### config.mk
export PLATFORM = sky130hd
export DESIGN_NAME = rf_wb_scheduler
export DESIGN_NICKNAME = d
export VERILOG_FILES = /design/src/rtl/rf_wb_scheduler.sv
export SDC_FILE = /design/constraint.sdc
export NUM_CORES = 1
export LEC_CHECK = 0
export CORE_MARGIN = 10
export CORE_UTILIZATION = 44
export CTS_CLUSTER_DIAMETER = 120
export DETAILED_ROUTE_END_ITERATION = 8
export MAX_ROUTING_LAYER = met4
export PLACE_DENSITY = 0.76
export SLEW_MARGIN = 20
export SYNTH_ARGS = -nofsm -noshare
export SYNTH_HDL_FRONTEND = slang
export SYNTH_SLANG_ARGS = --single-unit
export TNS_END_PERCENT = 10
### constraint.sdc
create_clock -name clk -period 6.1 [get_ports clk]
set_clock_uncertainty 0.05 [all_clocks]
set_input_delay 0.915 -clock clk [delete_from_list [all_inputs] [get_ports clk]]
set_output_delay 0.915 -clock clk [all_outputs]
set_load 0.005 [all_outputs]
### src/rtl/rf_wb_scheduler.sv
// rf_wb_scheduler: round-robin writeback arbiter onto the register-file write port with pending-write scoreboard
module rf_wb_scheduler #(
  parameter int DATA_W       = 32,
  parameter int NUM_SRC      = 3,
  parameter bit ZERO_DISCARD = 1
) (
  input  logic                      clk,
  input  logic                      rst,
  input  logic [NUM_SRC-1:0]        wb_valid,
  input  logic [NUM_SRC*5-1:0]      wb_dst,
  input  logic [NUM_SRC*DATA_W-1:0] wb_data,
  output logic [NUM_SRC-1:0]        wb_ready,
  output logic                      rf_we,
  output logic [4:0]                rf_dst,
  output logic [DATA_W-1:0]         rf_wdata,
  input  logic                      iss_valid,
  input  logic [4:0]                iss_dst,
  output logic                      iss_ready,
  input  logic [4:0]                chk_src1,
  input  logic [4:0]                chk_src2,
  output logic                      busy1,
  output logic                      busy2,
  input  logic                      flush,
  output logic                      orphan_err
);
  localparam int PW = $clog2(NUM_SRC);
  logic [PW-1:0] rr_ptr, win;
  logic [31:0] pending, forgive, clr, set;
  logic [4:0] w_dst;
  logic [DATA_W-1:0] w_data;
  logic xfer, w_zero, iss_zero;
  always_comb begin
    int j;
    j = 0;
    wb_ready = '0;
    win = '0;
    for (int k = 0; k < NUM_SRC; k++) begin
      j = (int'(rr_ptr) + k) % NUM_SRC;
      if (wb_valid[j] && wb_ready == '0) begin
        wb_ready[j] = 1'b1;
        win = PW'(j);
      end
    end
  end
  assign xfer      = |wb_ready;
  assign w_dst     = wb_dst[5*win +: 5];
  assign w_data    = wb_data[DATA_W*win +: DATA_W];
  assign w_zero    = ZERO_DISCARD && w_dst == 5'd0;
  assign iss_zero  = ZERO_DISCARD && iss_dst == 5'd0;
  assign iss_ready = iss_valid & ~flush & (iss_zero | ~pending[iss_dst]);
  assign busy1     = pending[chk_src1];
  assign busy2     = pending[chk_src2];
  assign clr       = rf_we ? 32'd1 << rf_dst : '0;
  assign set       = (iss_ready && !iss_zero) ? 32'd1 << iss_dst : '0;
  // forgive remembers reservations dropped by flush so their late commits are not orphans
  always_ff @(posedge clk) begin
    if (!rst) begin
      rf_we      <= 1'b0;
      rf_dst     <= '0;
      rf_wdata   <= '0;
      pending    <= '0;
      forgive    <= '0;
      rr_ptr     <= '0;
      orphan_err <= 1'b0;
    end else begin
      rf_we <= xfer & ~w_zero;
      if (xfer && !w_zero) begin
        rf_dst   <= w_dst;
        rf_wdata <= w_data;
      end
      if (xfer) rr_ptr <= (win == PW'(NUM_SRC-1)) ? '0 : win + 1'b1;
      pending <= flush ? '0 : (pending & ~clr) | set;
      forgive <= (forgive | (flush ? pending : '0)) & ~clr;
      if (rf_we && !pending[rf_dst] && !forgive[rf_dst]) orphan_err <= 1'b1;
    end
  end
endmodule

Yosys cells after proc, flatten, opt, wreduce, memory -nomap -nowiden:

Index checks and enable logic that the tools add are counted.

* latch bits: 0
* input bits: 133
* logic and storage cells: 98
* memory bits (read-only): 0
* bits in writable memories: 0
* flip-flop bits (word level): 105
* output and inout port bits: 45
* memories: 0

* equality and inequality tests: 1
* $add $sub $neg: 3
* shift-type cells: 4
* reductions and logical operators: 19
* $mul: 1
* multiplexer cells: 35
* bitwise gates (word level): 15
* div/mod/pow operators: 3
* magnitude comparators: 10

Operators by type and width (count)
* greater-or-equal comparator 32 x 1 -> 1 bit (second input constant): 3
* < comparator 32 x 4 -> 1 bit (second input constant): 3
* two-way mux 32 bit: 3
* variable part select 96 x 8 -> 32 bit: 1
* bitwise AND 32 bit: 2
* modulo 32 x 3 -> 32 bit (second input constant): 2
* bitwise OR 32 bit: 2
* left shift 1 x 5 -> 32 bit (first input constant): 2
* modulo 3 x 3 -> 32 bit (second input constant): 1
* NOT 32 bit: 1
* binary-select mux 1 bit (select 5 bit): 5
* < comparator 5 x 6 -> 1 bit (second input constant): 4
* variable part select 15 x 6 -> 5 bit: 1
* two-way mux 1 bit: 14
* zero test 5 bit: 2
* logical AND 1 bit: 9
* two-way mux 3 bit: 3
* two-way mux 2 bit: 4
* binary-select mux 1 bit (select 2 bit): 3
* demux 1 bit (select 2 bit): 3
* zero test 3 bit: 2
* bitwise OR 3 bit: 2
* multiplier 3 x 2 -> 5 bit (first input constant): 1
* zero test 1 bit: 4
* other kinds (9): 14

Depth between registers and ports, before layout:

Gate-level depths: netlist of run 1.

* depth in word-level cells: 17
* depth in mapped cells: 13
* depth with buffers taken out: 9

Worst setup path before layout of run 1:

Ideal clock, no wire load.

* path type: in2out
* from: input chk_src1[0]
* to: output busy1
* required time: 5.135 ns
* stages: 4
* arrival: 2.613 ns
* setup slack: 2.522 ns
* cells stage by stage: clkbuf_1 mux4_2 mux4_2 mux2_2

* longest elaborated chain between the ends: 2

Ends and longest elaborated chain
* start, declared: RTL line 19 `input logic [4:0] chk_src1,`
* binary-select mux 1 bit (select 5 bit): RTL line 51 `assign busy1 = pending[chk_src1];`
* two-way mux 1 bit (implied by the code): RTL line 51
* end, declared: RTL line 21 `output logic busy1,`

No other way between the ends. The select of a mux whose other input is x is not followed.

Worst setup path in the final report of run 1:

* from: input iss_dst[0]
* to: output iss_ready

* longest elaborated chain between the ends: 5

Ends and longest elaborated chain
* start, declared: RTL line 17 `input logic [4:0] iss_dst,`
* binary-select mux 1 bit (select 5 bit): RTL line 50 `assign iss_ready = iss_valid & ~flush & (iss_zero | ~pending[iss_dst]);`
* two-way mux 1 bit (implied by the code): RTL line 50
* NOT 1 bit: RTL line 50
* bitwise OR 1 bit *: RTL line 50
* bitwise AND 1 bit *: RTL line 50
* end, declared: RTL line 18 `output logic iss_ready,`

Mark *: on every way between the ends. The rest lies on a longest branch, timed or not. The select of a mux whose other input is x is not followed.

==> results of run 1 <==
area by class of cell:
| type | count | area, um^2 | area share [%] |
|---|---|---|---|
| Timing Repair Buffer | 187 | 1870 | 21.6 |
| Clock inverter | 5 | 92.6 | 1.07 |
| Sequential cell | 105 | 2100 | 24.3 |
| Clock buffer | 10 | 229 | 2.65 |
| Multi-Input combinational cell | 574 | 4100 | 47.4 |
| Inverter | 9 | 33.8 | 0.390 |
| Tap cell | 184 | 230 | 2.66 |
layer usage:
| layer | vias to the layer above | track usage [%] | routed length (um) |
|---|---|---|---|
| li1 | 3159 | - | - |
| met1 | 3164 | 24.8 | 8940 |
| met2 | 295 | 34.1 | 10400 |
| met3 | 35 | 9.18 | 2400 |
| met4 | 0 | 5.06 | 329 |
| met5 | - | - | 0 |
cell families after synthesis:
kind of cell / Yosys count / share of synthesized area [%]
buffers and inverters: 76 / 5.19
adders and majority gates: 4 / 0.769
AOI/OAI and AO/OA: 260 / 28.6
and+or+nand+nor: 270 / 20.2
DFF: 105 / 32.3
muxes: 40 / 13.0
power breakdown:
| part | internal, mW | switching [mW] |
|---|---|---|
| clock network | 0.362 | 0.271 |
| logic | 0.863 | 0.943 |
| registers | 0.788 | 0.0887 |
| total | 2.01 | 1.30 |
state kept, by name, summed over array words and instances, names as in the netlist:
register,flops
forgive,32
pending,32
rf_dst,5
rr_ptr,2
orphan_err,1
rf_wdata,32
rf_we,1
synthesized netlist by cell type, types with 2 or more instances:
cell / instances
sky130_fd_sc_hd__mux2_2: 2
sky130_fd_sc_hd__o31ai_1: 2
sky130_fd_sc_hd__nor3_1: 50
sky130_fd_sc_hd__a221oi_1: 6
sky130_fd_sc_hd__nand2_1: 78
sky130_fd_sc_hd__a221o_1: 32
sky130_fd_sc_hd__and3_1: 2
sky130_fd_sc_hd__nor3b_2: 3
sky130_fd_sc_hd__clkbuf_1: 49
sky130_fd_sc_hd__inv_2: 2
sky130_fd_sc_hd__nand2b_1: 8
sky130_fd_sc_hd__nand3_1: 14
sky130_fd_sc_hd__a31oi_4: 2
sky130_fd_sc_hd__a21oi_1: 84
sky130_fd_sc_hd__o22ai_1: 2
sky130_fd_sc_hd__mux4_2: 34
sky130_fd_sc_hd__o21ai_0: 41
sky130_fd_sc_hd__nand4_1: 3
sky130_fd_sc_hd__inv_1: 6
sky130_fd_sc_hd__nor4bb_1: 2
sky130_fd_sc_hd__or2_2: 33
sky130_fd_sc_hd__or4_1: 3
sky130_fd_sc_hd__ha_1: 4
sky130_fd_sc_hd__nor2b_1: 10
sky130_fd_sc_hd__buf_6: 5
sky130_fd_sc_hd__o21a_1: 2
sky130_fd_sc_hd__a32o_1: 32
sky130_fd_sc_hd__mux2i_1: 2
sky130_fd_sc_hd__a22oi_1: 37
sky130_fd_sc_hd__buf_2: 12
sky130_fd_sc_hd__and2_1: 3
sky130_fd_sc_hd__o2bb2ai_1: 5
sky130_fd_sc_hd__a211oi_1: 4
sky130_fd_sc_hd__dfxtp_1: 105
sky130_fd_sc_hd__nor2_1: 56
stage by stage:
stage / worst slack, ns / instances / utilization [%] / power (mW)
floorplan: 2.52 / 755 / - / 2.11
global placement: 1.24 / 1058 / 57.1 / 2.66
detailed placement: 1.22 / 1058 / 57.1 / 2.67
CTS: 1.22 / 1073 / 59.3 / 3.31
global route: 1.10 / 1074 / 59.5 / 3.53
finish: 1.23 / 1074 / 59.5 / 3.32
cells in the final DEF (no fill, tap or decap), drive strengths merged, types with 14 or more instances in the layout:
cell type and instances:
a32o 32, a22oi 37, a221o 32, nor2 56
clkdlybuf4s50 177, a21oi 84, nor3 51, or2 33
o21ai 41, nand3 14, nand2 78, dfxtp 105
mux4 34
path summary, 6_finish.rpt:
check	startpoint	end	depth (start not counted)
hold reg to reg	rf_wdata[17]$_SDFFE_PN0P_	rf_wdata[17]$_SDFFE_PN0P_	1
hold / removal	rf_wdata[17]$_SDFFE_PN0P_	rf_wdata[17]$_SDFFE_PN0P_	1
setup / recovery	iss_dst[0]	iss_ready	5
setup reg to reg	rr_ptr[0]$_SDFFE_PN0P_	rf_wdata[27]$_SDFFE_PN0P_	11
==> qor.log, run 1 <==
INFO  power          leakage=2.96nW
INFO  timing         timing.final.setup_violations=0
INFO  finish         area_growth=32.9%
INFO  timing         min_period=4.87ns
INFO  clock_network  htree_num_levels=3
INFO  hold_path      worst_hold_path_type=register to register
INFO  run_status     status=finished, final reports clean
INFO  timing         slew_limit_headroom=35.8%
INFO  flow_run       timing.max_cap.violations=0
INFO  critical_path  setup.worst_path.end_class=output pin
INFO  grt            grt_pass1_wl=34,100um
INFO  synthesis      synth_top_area_share=32.3%
INFO  die            die_w=142um
INFO  timing         fin_setup_tns=0ns
INFO  routing        drt-vias-per-instance=6.19
INFO  synthesis      ys_top_cells_by_area=sky130_fd_sc_hd__dfxtp_1 32%, sky130_fd_sc_hd__mux4_2 12%, sky130_fd_sc_hd__a21oi_1 6.5%, sky130_fd_sc_hd__a221o_1 4.9%, sky130_fd_sc_hd__a32o_1 4.9%
INFO  synthesis      ys_seq_elements=105
INFO  synthesis      postSynth.asyncResetShare=0%
INFO  routing        drt_first_iter_violations=599
INFO  critical_path  critical-path-slowest-cell=sky130_fd_sc_hd__clkdlybuf4s50_1
INFO  placement      portBuffers=177
INFO  critical_path  setup.worst_path.start_class=input pin
INFO  synthesis      ys_seq_area_share=32.3%
INFO  timing         finalHoldViolCount=0
INFO  finish         share_of_cells_above_drive_strength_1=12.1%
INFO  synthesis      synthDominantAreaCellType=sky130_fd_sc_hd__dfxtp_1
INFO  clock_network  root_buffer=sky130_fd_sc_hd__clkbuf_16
INFO  grt            grt_pass1_vias=6,328
INFO  finish         insertedDiodeCount=0
INFO  die            ios=178
INFO  placement      place_congestion=0.904
INFO  critical_path  critical_path.n_buffers_inverters=2
INFO  grt            antenna_violations_before_repair=0
INFO  clock_network  numCtsBuffers=9
INFO  clock_network  postCtsSetupBuffers=0
INFO  synthesis      yosys.cell_types.count=55
INFO  routing        drc=0
INFO  grt            globalRouteTotalUtil=21.5%
INFO  timing         timing.final.crit_share=79.9%
INFO  critical_path  path_max_fanout=19
INFO  timing         rsz0062_at_grt=no
INFO  critical_path  critical_path.top_delay_family=buffers and inverters
INFO  power          power_density=383mW/mm^2
INFO  synthesis      mappedNetlistNets=892
INFO  routing        totalWireLength=22,000um
INFO  synthesis      synthesis.area_per_instance=8.63um^2
INFO  power          ir_drop=0.000220V
INFO  synthesis      synth_cells=755
INFO  timing         hold_ws=0.417ns
INFO  critical_path  critPathMaxStageDelay=1.05ns
INFO  routing        detailroute.via_count=6,653
INFO  grt            grt.overflow.total=0
INFO  grt            maximum_number_of_pins_on_one_net_before_global_route_repair=78
INFO  placement      post_dp_cell_area=0.00830mm^2
INFO  clock_network  clk-insertion-delay-late=0.35ns
INFO  clock_network  tritoncts_num_sinks=105
INFO  routing        ant_nets=0
INFO  die            core.rowCount=44
INFO  clock_network  clk_pin_slew=0.06ns
INFO  clock_network  hold_buffers=0
INFO  critical_path  cp_data_required_time=5.13ns
INFO  timing         max_freq=205MHz
INFO  synthesis      synth-main-ff-cell=sky130_fd_sc_hd__dfxtp_1
INFO  placement      dp.final_hpwl=16,200um
INFO  critical_path  timing.critical_path.arrival=3.91ns
INFO  die            chipHeight=142um
INFO  synthesis      netlist_area=0.00651mm^2
INFO  clock_network  clock_tree_from_tritoncts=built
INFO  finish         finalNetCount=1,023
INFO  clock_network  ctsLongestPathBuffers=2
INFO  routing        number_of_search_and_repair_iterations_in_the_first_detailed_routing_pass=5
INFO  finish         final_area=0.00865mm^2
INFO  finish         layout.filler_cells=1,316
INFO  synthesis      warnings_synthesis=0
INFO  routing        detail_route.wl_per_cell=20.5um
INFO  die            core_region_area=0.0145mm^2
INFO  timing         worst_pin_slew=0.942ns
INFO  critical_path  setup.worst_path.class=input pin to output pin
INFO  synthesis      synth_edf_count=0
INFO  critical_path  cp_cell_sequence=clkdlybuf4s50_1 -> mux4_2 -> mux4_2 -> a221oi_1 -> clkdlybuf4s50_1
INFO  timing         final-max-slew-violation-count=0
INFO  critical_path  reg2reg_slack=1.99ns
INFO  clock_network  cts_repair_resize_count=0
INFO  die            start_util=44.8%
INFO  die            fp.dieArea=0.0201mm^2
(Power assumes the default switching activity.)
==> run 2: changes to the inputs <==
==> constraint.sdc (replaced) <==
create_clock -name clk -period 4.8 [get_ports clk]
set_clock_uncertainty 0.05 [all_clocks]
set_input_delay 0.72 -clock clk [delete_from_list [all_inputs] [get_ports clk]]
set_output_delay 0.72 -clock clk [all_outputs]
set_load 0.005 [all_outputs]
==> qor.log, run 2 (same netlist as run 1, synthesis figures left out) <==
INFO  routing        number_of_search_and_repair_iterations_in_the_first_detailed_routing_pass=5
INFO  timing         timing.final.setup_violations=0
INFO  critical_path  critical_path.reg2reg.startpoint=rr_ptr[0]$_SDFFE_PN0P_
INFO  die            fp.dieArea=0.0201mm^2
INFO  finish         share_of_cells_above_drive_strength_1=12.4%
INFO  finish         reg_top3=forgive (32), pending (32), rf_wdata (32)
INFO  critical_path  reg2reg_slack=1.18ns
INFO  clock_network  clk_pin_slew=0.07ns
INFO  power          power_density=478mW/mm^2
INFO  routing        drt_first_iter_violations=640
INFO  die            start_util=44.8%
INFO  placement      place_congestion=0.904
INFO  critical_path  worst_r2r_endpoint=rf_wdata[21]$_SDFFE_PN0P_
INFO  critical_path  r2r.worst_path.cells=10
INFO  hold_path      min_from=rf_dst[1]$_SDFFE_PN0P_
INFO  clock_network  root_buffer=sky130_fd_sc_hd__clkbuf_16
INFO  routing        drc=0
INFO  run_status     status=finished, final reports clean
INFO  critical_path  path_max_fanout=18
INFO  grt            globalRouteTotalUtil=21.8%
INFO  grt            antenna_violations_before_repair=0
INFO  timing         rsz0062_at_grt=no
INFO  grt            grt_pass1_wl=34,700um
INFO  die            core.rowCount=44
INFO  critical_path  setup.worst_path.start_class=register
INFO  timing         final-max-slew-violation-count=0
INFO  die            die_w=142um
INFO  clock_network  postCtsSetupBuffers=0
INFO  routing        detailroute.via_count=6,741
INFO  clock_network  tritoncts_num_sinks=105
INFO  clock_network  htree_num_levels=3
INFO  clock_network  hold_buffers=0
INFO  critical_path  timing.critical_path.arrival=3.40ns
INFO  flow_run       timing.max_cap.violations=0
INFO  clock_network  clock_tree_from_tritoncts=built
INFO  power          ir_drop=0.000278V
INFO  die            ios=178
INFO  finish         layout.cells.most_common_list=177 x sky130_fd_sc_hd__clkdlybuf4s50_1, 105 x sky130_fd_sc_hd__dfxtp_1, 84 x sky130_fd_sc_hd__a21oi_1, 78 x sky130_fd_sc_hd__nand2_1, 55 x sky130_fd_sc_hd__nor2_1
INFO  finish         final_common_cell=sky130_fd_sc_hd__clkdlybuf4s50_1
INFO  routing        totalWireLength=22,100um
INFO  clock_network  clk-insertion-delay-late=0.34ns
INFO  routing        drt-vias-per-instance=6.26
INFO  timing         min_period=4.17ns
INFO  finish         layout.filler_cells=1,307
INFO  routing        ant_nets=0
INFO  die            chipHeight=142um
INFO  placement      dp.final_hpwl=16,300um
INFO  critical_path  cp_data_required_time=4.03ns
INFO  finish         area_growth=32.6%
INFO  routing        detail_route.wl_per_cell=20.5um
INFO  placement      number_of_cells_in_the_design_after_placement=1,062
INFO  clock_network  numCtsBuffers=9
INFO  timing         timing.final.crit_share=86.8%
INFO  timing         worst_pin_slew=1.06ns
INFO  hold_path      hold_path_end=rf_dst[1]$_SDFFE_PN0P_
INFO  hold_path      hold_path_depth=1
INFO  power          leakage=2.96nW
INFO  grt            grt_pass1_vias=6,374
INFO  placement      post_dp_cell_area=0.00833mm^2
INFO  critical_path  setup.worst_path.class=register to output pin
INFO  finish         final_area=0.00864mm^2
INFO  power          design_power_total=4.13mW
INFO  clock_network  ctsLongestPathBuffers=2
INFO  finish         regArea=0.00210mm^2
INFO  hold_path      worst_hold_path_type=register to register
INFO  placement      portBuffers=177
INFO  clock_network  cts_repair_resize_count=0
INFO  finish         insertedDiodeCount=0
INFO  timing         finalHoldViolCount=0
INFO  grt            grt.overflow.total=0
INFO  timing         slew_limit_headroom=29.2%
INFO  grt            maximum_number_of_pins_on_one_net_before_global_route_repair=77
INFO  critical_path  setup.worst_path.end_class=output pin
INFO  finish         multi_input_comb_area=0.00410mm^2
INFO  finish         final_std_cells_w_o_fill=1,077
INFO  die            core_region_area=0.0145mm^2
INFO  timing         max_freq=240MHz
INFO  timing         fin_setup_tns=0ns
INFO  finish         finalNetCount=1,026
[run 2: power breakdown]
part	switching, mW	total, mW	internal, mW
registers	0.110	1.11	1.00
clock network	0.334	0.755	0.420
logic	1.19	2.26	1.07
total	1.63	4.13	2.50
[run 2: worst max path at each step]
| stage | start | end | slack [ns] | depth (start not counted) |
|---|---|---|---|---|
| floorplan | chk_src1[0] | busy1 | 1.61 | 4 |
| global placement | wb_valid[1] | wb_ready[2] | 0.73 | 8 |
| detailed placement | iss_dst[0] | iss_ready | 0.64 | 6 |
| CTS | rr_ptr[0]$_SDFFE_PN0P_ | wb_ready[2] | 0.61 | 9 |
| global route | rr_ptr[0]$_SDFFE_PN0P_ | wb_ready[2] | 0.34 | 9 |
| finish | rr_ptr[0]$_SDFFE_PN0P_ | wb_ready[2] | 0.63 | 9 |
[run 2: area by class of cell]
cell class / count / share of cell area [%]
Multi-Input combinational cell: 574 / 47.4
Sequential cell: 105 / 24.3
Timing Repair Buffer: 190 / 21.6
Clock buffer: 10 / 2.77
Tap cell: 184 / 2.67
Clock inverter: 5 / 0.782
Inverter: 9 / 0.391
[run 2: layer usage]
metal,wire [um],up-vias,part of all wire (%),track usage [%]
met4,507,0,2.3,5.43
met2,10400,367,47,34.0
met1,8610,3172,39,25.1
met3,2630,39,12,9.75
li1,-,3163,-,-
met5,0,-,0,-
[run 2: metrics by stage]
stage	util, %	hold WS [ns]	setup WS (ns)
floorplan	-	0.395	1.61
global placement	57.3	0.397	0.732
detailed placement	57.3	0.398	0.636
CTS	59.4	0.419	0.614
global route	59.4	0.430	0.336
finish	59.4	0.414	0.634
[run 2: worst max-delay path, cell delays in order (launching register included)]
cell	delay (ns)
sky130_fd_sc_hd__dfxtp_1	0.38
sky130_fd_sc_hd__inv_1	0.08
sky130_fd_sc_hd__ha_1	0.66
sky130_fd_sc_hd__nand2b_1	0.23
sky130_fd_sc_hd__a21oi_1	0.10
sky130_fd_sc_hd__nor3b_2	0.44
sky130_fd_sc_hd__and3_1	0.44
sky130_fd_sc_hd__nand2_1	0.09
sky130_fd_sc_hd__nand2_1	0.10
sky130_fd_sc_hd__clkdlybuf4s50_1	0.51
==> RTL change (flow settings as in run 2) <==
Change the parameter `DATA_W` from 32 to 16.
--- a/src/rtl/rf_wb_scheduler.sv
+++ b/src/rtl/rf_wb_scheduler.sv
@@ -1,6 +1,6 @@
 // rf_wb_scheduler: round-robin writeback arbiter onto the register-file write port with pending-write scoreboard
 module rf_wb_scheduler #(
-  parameter int DATA_W       = 32,
+  parameter int DATA_W       = 16,
   parameter int NUM_SRC      = 3,
   parameter bit ZERO_DISCARD = 1
 ) (
Interface: changed (resized rf_wdata and wb_data); port bits go from 178 to 114. The function was not compared with the original's and may differ.
==> RTL change against run 2 <==
Count of clock-buffer cells in the layout is the same. Final area fell by 18%. Die area shrank 12%. Area after synthesis shrank 13%. Setup slack worse by 88 ps. Non-clock buffer count fell by 69. Total power decreased by 19%. Wire length fell by 20%. Sequential cell count decreased by 16. Critical path depth decreased by 3.
==> RTL change: results (changes against run 2) <==
Detail Placement HPWL: 13000 um (was 16300 um)
n_diodes: 1 (was 0)
Regs by FF count: forgive (32), pending (32), rf_wdata (16) (was forgive (32), pending (32), rf_wdata (32))
syn_nets: 731 (was 892)
status: complete, no violations (unchanged)
top cell family by delay on the critical path: buffers and inverters (was simple AND/OR/NAND/NOR gates)
initial antenna violation count: 1 (was 0)
share of layout cells above drive strength 1: 0.101 (was 0.124)
Cell Area, Placed: 6810 um^2 (was 8330 um^2)
comb pwr: 1.68 mW (was 2.26 mW)
Cells after DPL: 876 (was 1062)
fillcell total: 1132 (was 1307)
signal buffers share of area: 0.167 (was 0.216)
area fraction in compound gates after synthesis: 0.226 (was 0.286)
Via Count: 5511 (was 6741)
nonclk inv count: 6 (was 9)
Synth area leaders: dfxtp_1 (32%), mux4_2 (12%), o211ai_1 (4.7%), a21oi_1 (4.6%), nand2_1 (4.5%) (was dfxtp_1 (32%), mux4_2 (12%), a21oi_1 (6.5%), a221o_1 (4.9%), a32o_1 (4.9%))
Slew HR: 0.328 (was 0.292)
Setup WS pre-CTS: 552 ps (was 636 ps)
Slowest cell on crit path: clkdlybuf4s50_1 (was ha_1)
Die W: 133 um (was 142 um)
Synth top cells by count: dfxtp_1 (89), nand2_1 (68), nor2_1 (60) (was dfxtp_1 (105), a21oi_1 (84), nand2_1 (78))
Static Leakage: 2.40 nW (was 2.96 nW)
clock power share: 0.214 (was 0.183)
Yosys reg bits: 89 (was 105)
Synth Area per Inst: 8.78 um^2 (was 8.63 um^2)
reg2reg setup slack: 1270 ps (was 1180 ps)
Final nets: 804 (was 1026)
total wire length: 17700 um (was 22100 um)
peak supply drop: 0.000358 V (was 0.000278 V)
register area share after synthesis: 0.316 (was 0.323)
Clock Network Area Fraction: 0.0426 (was 0.0355)
Sequential Area: 1780 um^2 (was 2100 um^2)
footprint of the multi-input gates: 3600 um^2 (was 4100 um^2)
CP max stage delay: 850 ps (was 660 ps)
Worst R2R Path Depth: 11 (was 10)
Non-clk bufs: 121 (was 190)
Fin Hold WS: 418 ps (was 414 ps)
fin crit share: 0.886 (was 0.868)
Synth Area in Adders: 0.00888 (was 0.00768)
## RTL change: cell count changes in the layout (fill, tap and decap cells not counted), moves of 33 or more
cell and change:
clkdlybuf4s50_1 -65, a22oi_1 -37, o211ai_1 +34, nor3_1 -33
## RTL change: worst paths after layout
kind                                         startpoint                 endpoint
worst max-delay path                         iss_dst[0]                iss_ready
worst min register to register  orphan_err$_SDFFE_PN0P_  orphan_err$_SDFFE_PN0P_
worst min-delay path            orphan_err$_SDFFE_PN0P_  orphan_err$_SDFFE_PN0P_
worst max register to register   rr_ptr[0]$_SDFFE_PN0P_         rf_we$_SDFF_PN0_
## RTL change: metal layers
layer | part of all wire | wire length (um) | track usage | vias up
met5 | 0 | 0 | - | -
met2 | 0.46 | 8210 | 0.321 | 320
met1 | 0.41 | 7310 | 0.242 | 2574
met4 | 0.016 | 286 | 0.0514 | 0
met3 | 0.10 | 1850 | 0.0534 | 32
li1 | - | - | - | 2585
